`src/rtl/drc_pkg.sv`:
```
// Shared definitions for the DVP capture path: capture FSM encoding and bus width default.
package drc_pkg;

    localparam int DVP_DAT_W_DFLT = 8;

    typedef enum logic [1:0] {
        ST_IDLE   = 2'd0,
        ST_SYNC   = 2'd1,
        ST_ACTIVE = 2'd2
    } cap_state_e;

endpackage

```
`src/rtl/sync_fifo.sv`:
```
// Synchronous FIFO with registered storage and occupancy; head visible on rd_dat, 0 cycles to read.
// Write while full is accepted only when a read happens in the same cycle; otherwise it is ignored.
module sync_fifo #(
    parameter int DATA_WIDTH = 8,
    parameter int DEPTH      = 4
) (
    input  logic                  clk,
    input  logic                  rst_n,
    input  logic                  wr_en,
    input  logic [DATA_WIDTH-1:0] wr_dat,
    input  logic                  rd_en,
    output logic [DATA_WIDTH-1:0] rd_dat,
    output logic                  full,
    output logic                  empty
);

    localparam int AW = $clog2(DEPTH);
    localparam int CW = $clog2(DEPTH + 1);

    logic [DATA_WIDTH-1:0] mem [DEPTH];
    logic [AW-1:0]         wr_ptr;
    logic [AW-1:0]         rd_ptr;
    logic [CW-1:0]         count;
    logic                  wr_ok;
    logic                  rd_ok;

    assign full   = (count == CW'(DEPTH));
    assign empty  = (count == '0);
    assign wr_ok  = wr_en && (!full || rd_en);
    assign rd_ok  = rd_en && !empty;
    assign rd_dat = mem[rd_ptr];

    always_ff @(posedge clk) begin
        if (!rst_n) begin
            wr_ptr <= '0;
            rd_ptr <= '0;
            count  <= '0;
            for (int i = 0; i < DEPTH; i++) begin
                mem[i] <= '0;
            end
        end else begin
            if (wr_ok) begin
                mem[wr_ptr] <= wr_dat;
                wr_ptr      <= wr_ptr + 1'b1;
            end
            if (rd_ok) begin
                rd_ptr <= rd_ptr + 1'b1;
            end
            case ({wr_ok, rd_ok})
                2'b10:   count <= count + 1'b1;
                2'b01:   count <= count - 1'b1;
                default: count <= count;
            endcase
        end
    end

endmodule

```
`src/rtl/drc_dvp_pxl_assembler.sv`:
```
// Pairs DVP bytes into framed pixels with a frame-last marker; 2 cycles from second byte to o_pxl_vld.
// DVP side cannot stall: a pixel arriving at a full buffer is dropped and flagged (ovf_o).
module drc_dvp_pxl_assembler
    import drc_pkg::*;
#(
    parameter int DVP_DAT_W = DVP_DAT_W_DFLT,
    parameter int I_PXL_W   = 16,
    parameter int IMG_W     = 640,
    parameter int IMG_H     = 480,
    parameter int BUF_DEPTH = 4,
    parameter bit MSB_FIRST = 1'b1
) (
    input  logic                 aclk,
    input  logic                 aresetn,
    input  logic                 cap_en_i,
    input  logic [DVP_DAT_W-1:0] dvp_d_i,
    input  logic                 dvp_href_i,
    input  logic                 dvp_vsync_i,
    output logic [I_PXL_W-1:0]   o_pxl_dat,
    output logic                 o_pxl_last,
    output logic                 o_pxl_vld,
    input  logic                 o_pxl_rdy,
    input  logic                 err_clr_i,
    output logic                 ovf_o,
    output logic                 line_err_o,
    output logic                 frame_err_o
);

    localparam int COL_W = $clog2(IMG_W + 1);
    localparam int ROW_W = $clog2(IMG_H + 1);
    localparam logic [COL_W-1:0] COL_END  = COL_W'(IMG_W);
    localparam logic [COL_W-1:0] COL_LAST = COL_W'(IMG_W - 1);
    localparam logic [ROW_W-1:0] ROW_END  = ROW_W'(IMG_H);
    localparam logic [ROW_W-1:0] ROW_LAST = ROW_W'(IMG_H - 1);

    cap_state_e           state_q, state_d;
    logic                 vsync_q, href_q;
    logic                 vsync_rise, vsync_fall, href_fall;
    logic                 phase_q;
    logic [DVP_DAT_W-1:0] b0_q;
    logic [ROW_W-1:0]     row_q;
    logic [COL_W-1:0]     col_q;
    logic                 push_vld_q, push_last_q;
    logic [I_PXL_W-1:0]   push_dat_q;
    logic [I_PXL_W-1:0]   pix;
    logic                 active, pix_done, row_in, col_in, pix_keep, pix_last, line_chk;
    logic                 pop, fifo_full, fifo_empty;
    logic                 ovf_set, line_err_set, frame_err_set;

    assign vsync_rise = dvp_vsync_i & ~vsync_q;
    assign vsync_fall = ~dvp_vsync_i & vsync_q;
    assign href_fall  = ~dvp_href_i & href_q;

    assign active   = (state_q == ST_ACTIVE);
    assign pix_done = active & dvp_href_i & phase_q;
    assign row_in   = (row_q < ROW_END);
    assign col_in   = (col_q < COL_END);
    assign pix_keep = pix_done & row_in & col_in;
    assign pix_last = (row_q == ROW_LAST) && (col_q == COL_LAST);
    assign pix      = MSB_FIRST ? {b0_q, dvp_d_i} : {dvp_d_i, b0_q};
    assign line_chk = active & href_fall & row_in;

    assign pop           = ~fifo_empty & o_pxl_rdy;
    assign ovf_set       = push_vld_q & fifo_full & ~pop;
    assign line_err_set  = (pix_done & row_in & ~col_in)
                         | (line_chk & (phase_q | (col_q != COL_END)));
    // A dropped last pixel means the frame never carries its end marker downstream.
    assign frame_err_set = (pix_done & ~row_in)
                         | (active & vsync_rise & (row_q != ROW_END))
                         | (ovf_set & push_last_q);

    always_comb begin
        state_d = state_q;
        case (state_q)
            ST_IDLE:   if (vsync_rise && cap_en_i) state_d = ST_SYNC;
            ST_SYNC:   if (vsync_fall) state_d = ST_ACTIVE;
            ST_ACTIVE: if (vsync_rise) state_d = cap_en_i ? ST_SYNC : ST_IDLE;
            default:   state_d = ST_IDLE;
        endcase
    end

    always_ff @(posedge aclk) begin
        if (!aresetn) begin
            state_q <= ST_IDLE;
        end else begin
            state_q <= state_d;
        end
    end

    always_ff @(posedge aclk) begin
        if (!aresetn) begin
            // Edge history follows the bus so a level held through reset is not seen as an edge.
            vsync_q     <= dvp_vsync_i;
            href_q      <= dvp_href_i;
            phase_q     <= 1'b0;
            b0_q        <= '0;
            row_q       <= '0;
            col_q       <= '0;
            push_vld_q  <= 1'b0;
            push_dat_q  <= '0;
            push_last_q <= 1'b0;
            ovf_o       <= 1'b0;
            line_err_o  <= 1'b0;
            frame_err_o <= 1'b0;
        end else begin
            vsync_q    <= dvp_vsync_i;
            href_q     <= dvp_href_i;
            push_vld_q <= 1'b0;

            if (state_q == ST_SYNC && vsync_fall) begin
                row_q   <= '0;
                col_q   <= '0;
                phase_q <= 1'b0;
            end else if (active && dvp_href_i) begin
                phase_q <= ~phase_q;
                if (!phase_q) begin
                    b0_q <= dvp_d_i;
                end else if (pix_keep) begin
                    push_vld_q  <= 1'b1;
                    push_dat_q  <= pix;
                    push_last_q <= pix_last;
                    col_q       <= col_q + 1'b1;
                end
            end else if (active && href_fall) begin
                if (row_q != ROW_END) begin
                    row_q <= row_q + 1'b1;
                end
                col_q   <= '0;
                phase_q <= 1'b0;
            end

            ovf_o       <= ovf_set       | (ovf_o       & ~err_clr_i);
            line_err_o  <= line_err_set  | (line_err_o  & ~err_clr_i);
            frame_err_o <= frame_err_set | (frame_err_o & ~err_clr_i);
        end
    end

    sync_fifo #(
        .DATA_WIDTH (I_PXL_W + 1),
        .DEPTH      (BUF_DEPTH)
    ) u_fifo (
        .clk    (aclk),
        .rst_n  (aresetn),
        .wr_en  (push_vld_q),
        .wr_dat ({push_last_q, push_dat_q}),
        .rd_en  (pop),
        .rd_dat ({o_pxl_last, o_pxl_dat}),
        .full   (fifo_full),
        .empty  (fifo_empty)
    );

    assign o_pxl_vld = ~fifo_empty;

endmodule

```
`config.mk`:
```
export PLATFORM = sky130hd
export DESIGN_NAME = drc_dvp_pxl_assembler
export DESIGN_NICKNAME = d
export VERILOG_FILES = /design/src/rtl/drc_pkg.sv /design/src/rtl/sync_fifo.sv /design/src/rtl/drc_dvp_pxl_assembler.sv
export SDC_FILE = /design/constraint.sdc
export NUM_CORES = 1
export LEC_CHECK = 0
export BUFFER_PORTS_ARGS = -buffer_cell sky130_fd_sc_hd__buf_2
export CORE_MARGIN = 2
export CORE_UTILIZATION = 46
export DETAILED_ROUTE_END_ITERATION = 16
export GPL_TIMING_DRIVEN = 1
export SLEW_MARGIN = 20
export SYNTH_ARGS = -nofsm -noshare
export SYNTH_HDL_FRONTEND = slang
export SYNTH_SLANG_ARGS = --single-unit
```
`constraint.sdc`:
```
create_clock -name aclk -period 3.25 [get_ports aclk]
set_input_delay 0.325 -clock aclk [delete_from_list [all_inputs] [get_ports aclk]]
set_output_delay 0.325 -clock aclk [all_outputs]
set_load 0.05 [all_outputs]
```
# Word-level counts from Yosys, hierarchy flattened
# Memory sizes are Yosys's and may differ from the RTL's. A register that Yosys moved wholly into a read port is not among the register bits.
# Cells that the tools add are included.
# Widths: inputs -> output; s select.
# classes
bitwise,40
reduce_logical,22
mux,22
add_sub_neg,6
n_eq_ne,14
order_cmp,2
# op_table
operator,n
$mux 10,4
$and 1x1->1,21
$mux 17,1
$reduce_or 17->1,1
$mux 2,6
$not 1->1,12
$reduce_and 3->1,4
$add 10x1->10 const B,1
$eq 10x10->1 const B,1
$lt 10x10->1 const B,1
$ne 10x10->1 const B,1
$ne 2x2->1 const B,5
$add 9x1->9 const B,1
$eq 9x9->1 const B,1
$lt 9x9->1 const B,1
$mux 1,9
$ne 9x9->1 const B,1
$logic_and 1x1->1,7
$or 1x1->1,7
$pmux 2 s3,1
$pmux 3 s2,1
$add 2x1->2 const B,2
$eq 2x1->1 const B,2
$eq 2x2->1 const B,2
other kinds (11),13
# word_totals
ff_bits,60
elab_cells,123
out_inout_bits,21
ramBits,68
inputBits,15
mem_count,1
# memory_table
memory,depth,width,rd,rd_clocked_by_memory_dff,write_ports,line_no,source
u_fifo.mem,4,17,1,1,4,sync_fifo.sv:20,logic [DATA_WIDTH-1:0] mem [DEPTH];

# Depth between registers and ports, before layout
# logic_depth
ltp_word,10
ltp_mapped,8
ltp_nobuf,8

# Modules after synthesis
# From an unflattened synthesis, not the netlist that was laid out.
# unflattened
cells_unflattened,486
hier_area_um2,5793.1
# modules_own_cells
module,n_inst,cells_per_inst,seq_area_each_um2,area_each_um2
sync_fifo,1,216,2222.1,3474.6
drc_dvp_pxl_assembler,1,270,1061.0,2318.5

# Worst setup path before layout
# OpenSTA, ideal clock, no wires.
# synth_path
path_type,reg-to-reg
from,register u_fifo.count[0]
to,"memory u_fifo.mem[3][0] (netlist bit), enable pin"
required_ps,2835
path_buffers,0
slack_ps,922
stages_incl_launch_ff,4
arrival_ps,1913
setup_time_ps,415
path_cell_list,dfxtp_1 > or4b_4 > nand3_1 > o21ai_0
# synth_lines
element,line_no,source
"start, declared",sync_fifo.sv:23,logic [CW-1:0] count;
"start signal, assigned",sync_fifo.sv:50,2'b10: count <= count + 1'b1;
"start signal, assigned",sync_fifo.sv:51,2'b01: count <= count - 1'b1;
"start signal, assigned",sync_fifo.sv:52,default: count <= count;
"end, declared",sync_fifo.sv:20,

# Worst setup path after layout
# layout_path
from,register u_fifo.count[0]
to,register u_fifo.count[2]
# layout_via
elab_chain_cells,7
elab_cells_between_ends,15
classes_between,add/sub: 2; eq/ne: 3; mux: 1; bitwise: 2; reduce/logical: 7
# layout_rtl
element,line_no,source
$logic_not 3->1,sync_fifo.sv:28,assign empty = (count == '0);
$not 1->1,drc_dvp_pxl_assembler.sv:63,assign pop = ~fifo_empty & o_pxl_rdy;
$and 1x1->1,drc_dvp_pxl_assembler.sv:63,
$logic_or 1x1->1,sync_fifo.sv:29,assign wr_ok = wr_en && (!full || rd_en);
$logic_and 1x1->1,sync_fifo.sv:29,
$eq 2x1->1 / $eq 2x2->1 (equally long branches),sync_fifo.sv:49,"case ({wr_ok, rd_ok})"
$pmux 3 s2 / $reduce_bool 2->1 (equally long branches),--,
# Parallel ways exist; a longest one is shown, timed or not.
# A chain may end at the register's enable or synchronous reset.

==> qor.csv <==
metric,value,unit
syn_nets,523,
IO Pins,36,
Post-synth EDFFs,68,
maximum clock insertion buffer count,2,
Wirelength per Cell,16.4,um
FF-to-FF setup slack,0.81,ns
IO buf count,35,
"Distinct cells, synth",55,
Sink Count,130,
Post-layout nets,564,
Worst path slowest cell,or4b_4,
Setup Viol. Count Final,0,
CTS HTree Levels,4,
root buffer cell,clkbuf_16,
Critical Path End,u_fifo.count[2],
Core Area,0.0120,mm^2
critical path endpoint category,register,
most frequent cells in the layout,"68 x edfxtp_1, 67 x nor2_1, 62 x nand2_1, 62 x dfxtp_1, 35 x buf_2",
Leakage,2.56,nW
Period minus WS final,2.44,ns
TritonCTS Buffers,17,
Max-Cap Viols,0,
final worst path period share,75.1,%
fin cells,703,
"Core Util, Final",54.6,%
"Data required, critical path",3.58,ns
"Max FO, Critical Path",6,
"Hold-fix buffers, CTS",0,
TritonCTS clock tree,done,
setup TNS,0,ns
worst vdd ir,242,uV
worst min-delay path class,in -> reg,
share of cells above drive strength 1,20.1,%
initial antenna violation count,1,
WS Path Type,reg -> reg,
Initial Utilization,47.1,%
CP Data Arrival Time,2.77,ns
clk_lat worst skew,0.41,ns
largest net degree at the start of global routing,24,
vias per cell,5.30,
pwr dens,570,mW/mm^2
Area Overhead vs Synth,16.0,%
die area,0.0131,mm^2
"commonest non-fill, non-tap cell in the layout",edfxtp_1,
post-CTS setup buffers,0,
RR Endpoint,u_fifo.count[2],
Row Count,40,
Total GRT Usage,19.1,%
post-synthesis cell count,502,
# resized after CTS,0,
first-pass GRT wire length,18.9,mm
sequential share of the synthesized area,58.3,%
crit path launch type,register,
chip height,115,um
worst r2r src,u_fifo.count[0],
Async SR Flop Fraction,0,%
run status,"complete, no violations",
vias post-DR,3727,
clk_skew,0.00881,ns
RSZ-0062 raised after global routing,no,
Slew HR,39.9,%
total placed cells including tap cells,671,
cell count of the worst reg-to-reg path,8,
vias in the first global route,3834,
DRC Markers,0,
DP HPWL,7.55,mm
gr ovfl total,0,
Synth Cell Area,0.00563,mm^2
Worst-path clk slew,0.05,ns
Iter 0 DRT Violations,246,
CP max stage delay,0.57,ns
Least-Margin Pin Slew,0.902,ns
Routed WL,11.5,mm
post-synthesis register bit count,130,
GPL Wtd Cong,0.794,
final instance area,0.00653,mm^2
crit path launch,u_fifo.count[0],
Ys Warns,0,
DRT Pass-1 Iters,4,
Mean Syn Cell Area,11.2,um^2
Synth Flop Type,edfxtp_1,
fmax,410,MHz
antenna violation net count after detailed routing,0,
ANT cells,0,
Hold Fails Final Rpt,0,
chip width,115,um
crit-path cells,or4b_4 > nand2_2 > ha_1 > inv_1 > fa_1 > xor2_1 > or3_1 > a21oi_1,
final max-slew violation count,0,
dpl cell area,0.00595,mm^2
PnR Total Power,3.72,mW
## power by group
group          switching, mW  total, mW  internal, mW
combinational         0.0771      0.110        0.0324
sequential            0.0104       1.77          1.76
clock                  0.641       1.84          1.20
total                  0.729       3.72          2.99
## registers in the layout, indices dropped and copies added, names as in the netlist, named ones only
signal / flops
vsync_q: 1
u_fifo.wr_ptr: 2
phase_q: 1
u_fifo.count: 3
push_last_q: 1
push_dat_q: 16
state_q: 2
row_q: 9
u_fifo.rd_ptr: 2
col_q: 10
href_q: 1
ovf_o: 1
b0_q: 8
push_vld_q: 1
frame_err_o: 1
line_err_o: 1
u_fifo.mem: 68
## cell families after synthesis
logic type                 count (synthesis)  synth area share (%)
DFF                                      130                  58.3
and+or+nand+nor                          222                  21.0
adders and majority gates                  6                  1.47
muxes                                     19                  7.15
AOI/OAI and AO/OA                         59                  5.84
xor gates and xnor gates                  14                  2.18
buffers and inverters                     52                  4.09
## Yosys cell counts, types with 3 or more instances
cell      count  area, um^2
a211oi_1      3        22.5
ha_1          5        62.6
nor2b_1       5        31.3
and3_1        4        25.0
and2_1       18         113
a31oi_1       6        37.5
xor2_1        7        61.3
nand3_1      10        50.1
or4_1         3        22.5
mux4_2       17         383
nand2_1      62         233
edfxtp_1     68        2040
inv_2        10        37.5
dfxtp_1      62        1240
nor4_1        3        18.8
or3_1         6        37.5
nor3_1        3        15.0
nand4_1       5        31.3
xnor2_1       7        61.3
a21oi_1      34         170
nand2b_1      6        37.5
nand2_4      10         113
o21ai_0       8        40.0
clkbuf_1     14        52.6
nor2_1       67         251
inv_1        20        75.1
buf_2         3        15.0
## worst min path at each step
stage                           start       to  slack (ns)  depth (start not counted)
after detailed placement      b0_q[5]  b0_q[5]        0.45                          2
after global placement        b0_q[6]  b0_q[6]        0.44                          2
after global routing      dvp_vsync_i  vsync_q        0.05                          1
final                     dvp_vsync_i  vsync_q        0.06                          1
after CTS                 dvp_vsync_i  vsync_q        0.04                          1
after floorplan            dvp_href_i   href_q        0.35                          0
## layer usage
layer	up-vias	GRT usage (%)	share of wire, %
met2	63	32.3	50
met4	2	7.24	1.4
met1	1803	23.0	45
met5	-	0	0.11
li1	1843	-	-
met3	16	5.51	3.8
## cell type report
class                   instances  area (um^2)
clock buffers                  26          499
well taps                     147          184
clock inverters                 6         77.6
fillers                      1026         5430
flip-flops and latches        130         3280
inverters                      30          113
multi-input cells             320         2120
repair buffers                 44          255
## stage by stage
stage	setup slack, ns	hold WS, ns
floorplan	0.922	0.353
global placement	0.912	0.444
detailed placement	0.807	0.451
CTS	0.817	0.0393
global route	0.709	0.0467
finish	0.810	0.0576
## critical path, delay by kind of cell, from the launching register on
family	cells	cell delay, ns
xor gates and xnor gates	1	0.16
AOI/OAI and AO/OA	1	0.18
DFF	1	0.36
and+or+nand+nor	3	1.03
buffers and inverters	1	0.06
adders and majority gates	2	0.57
Note: power is estimated with default switching activity, not from simulation.
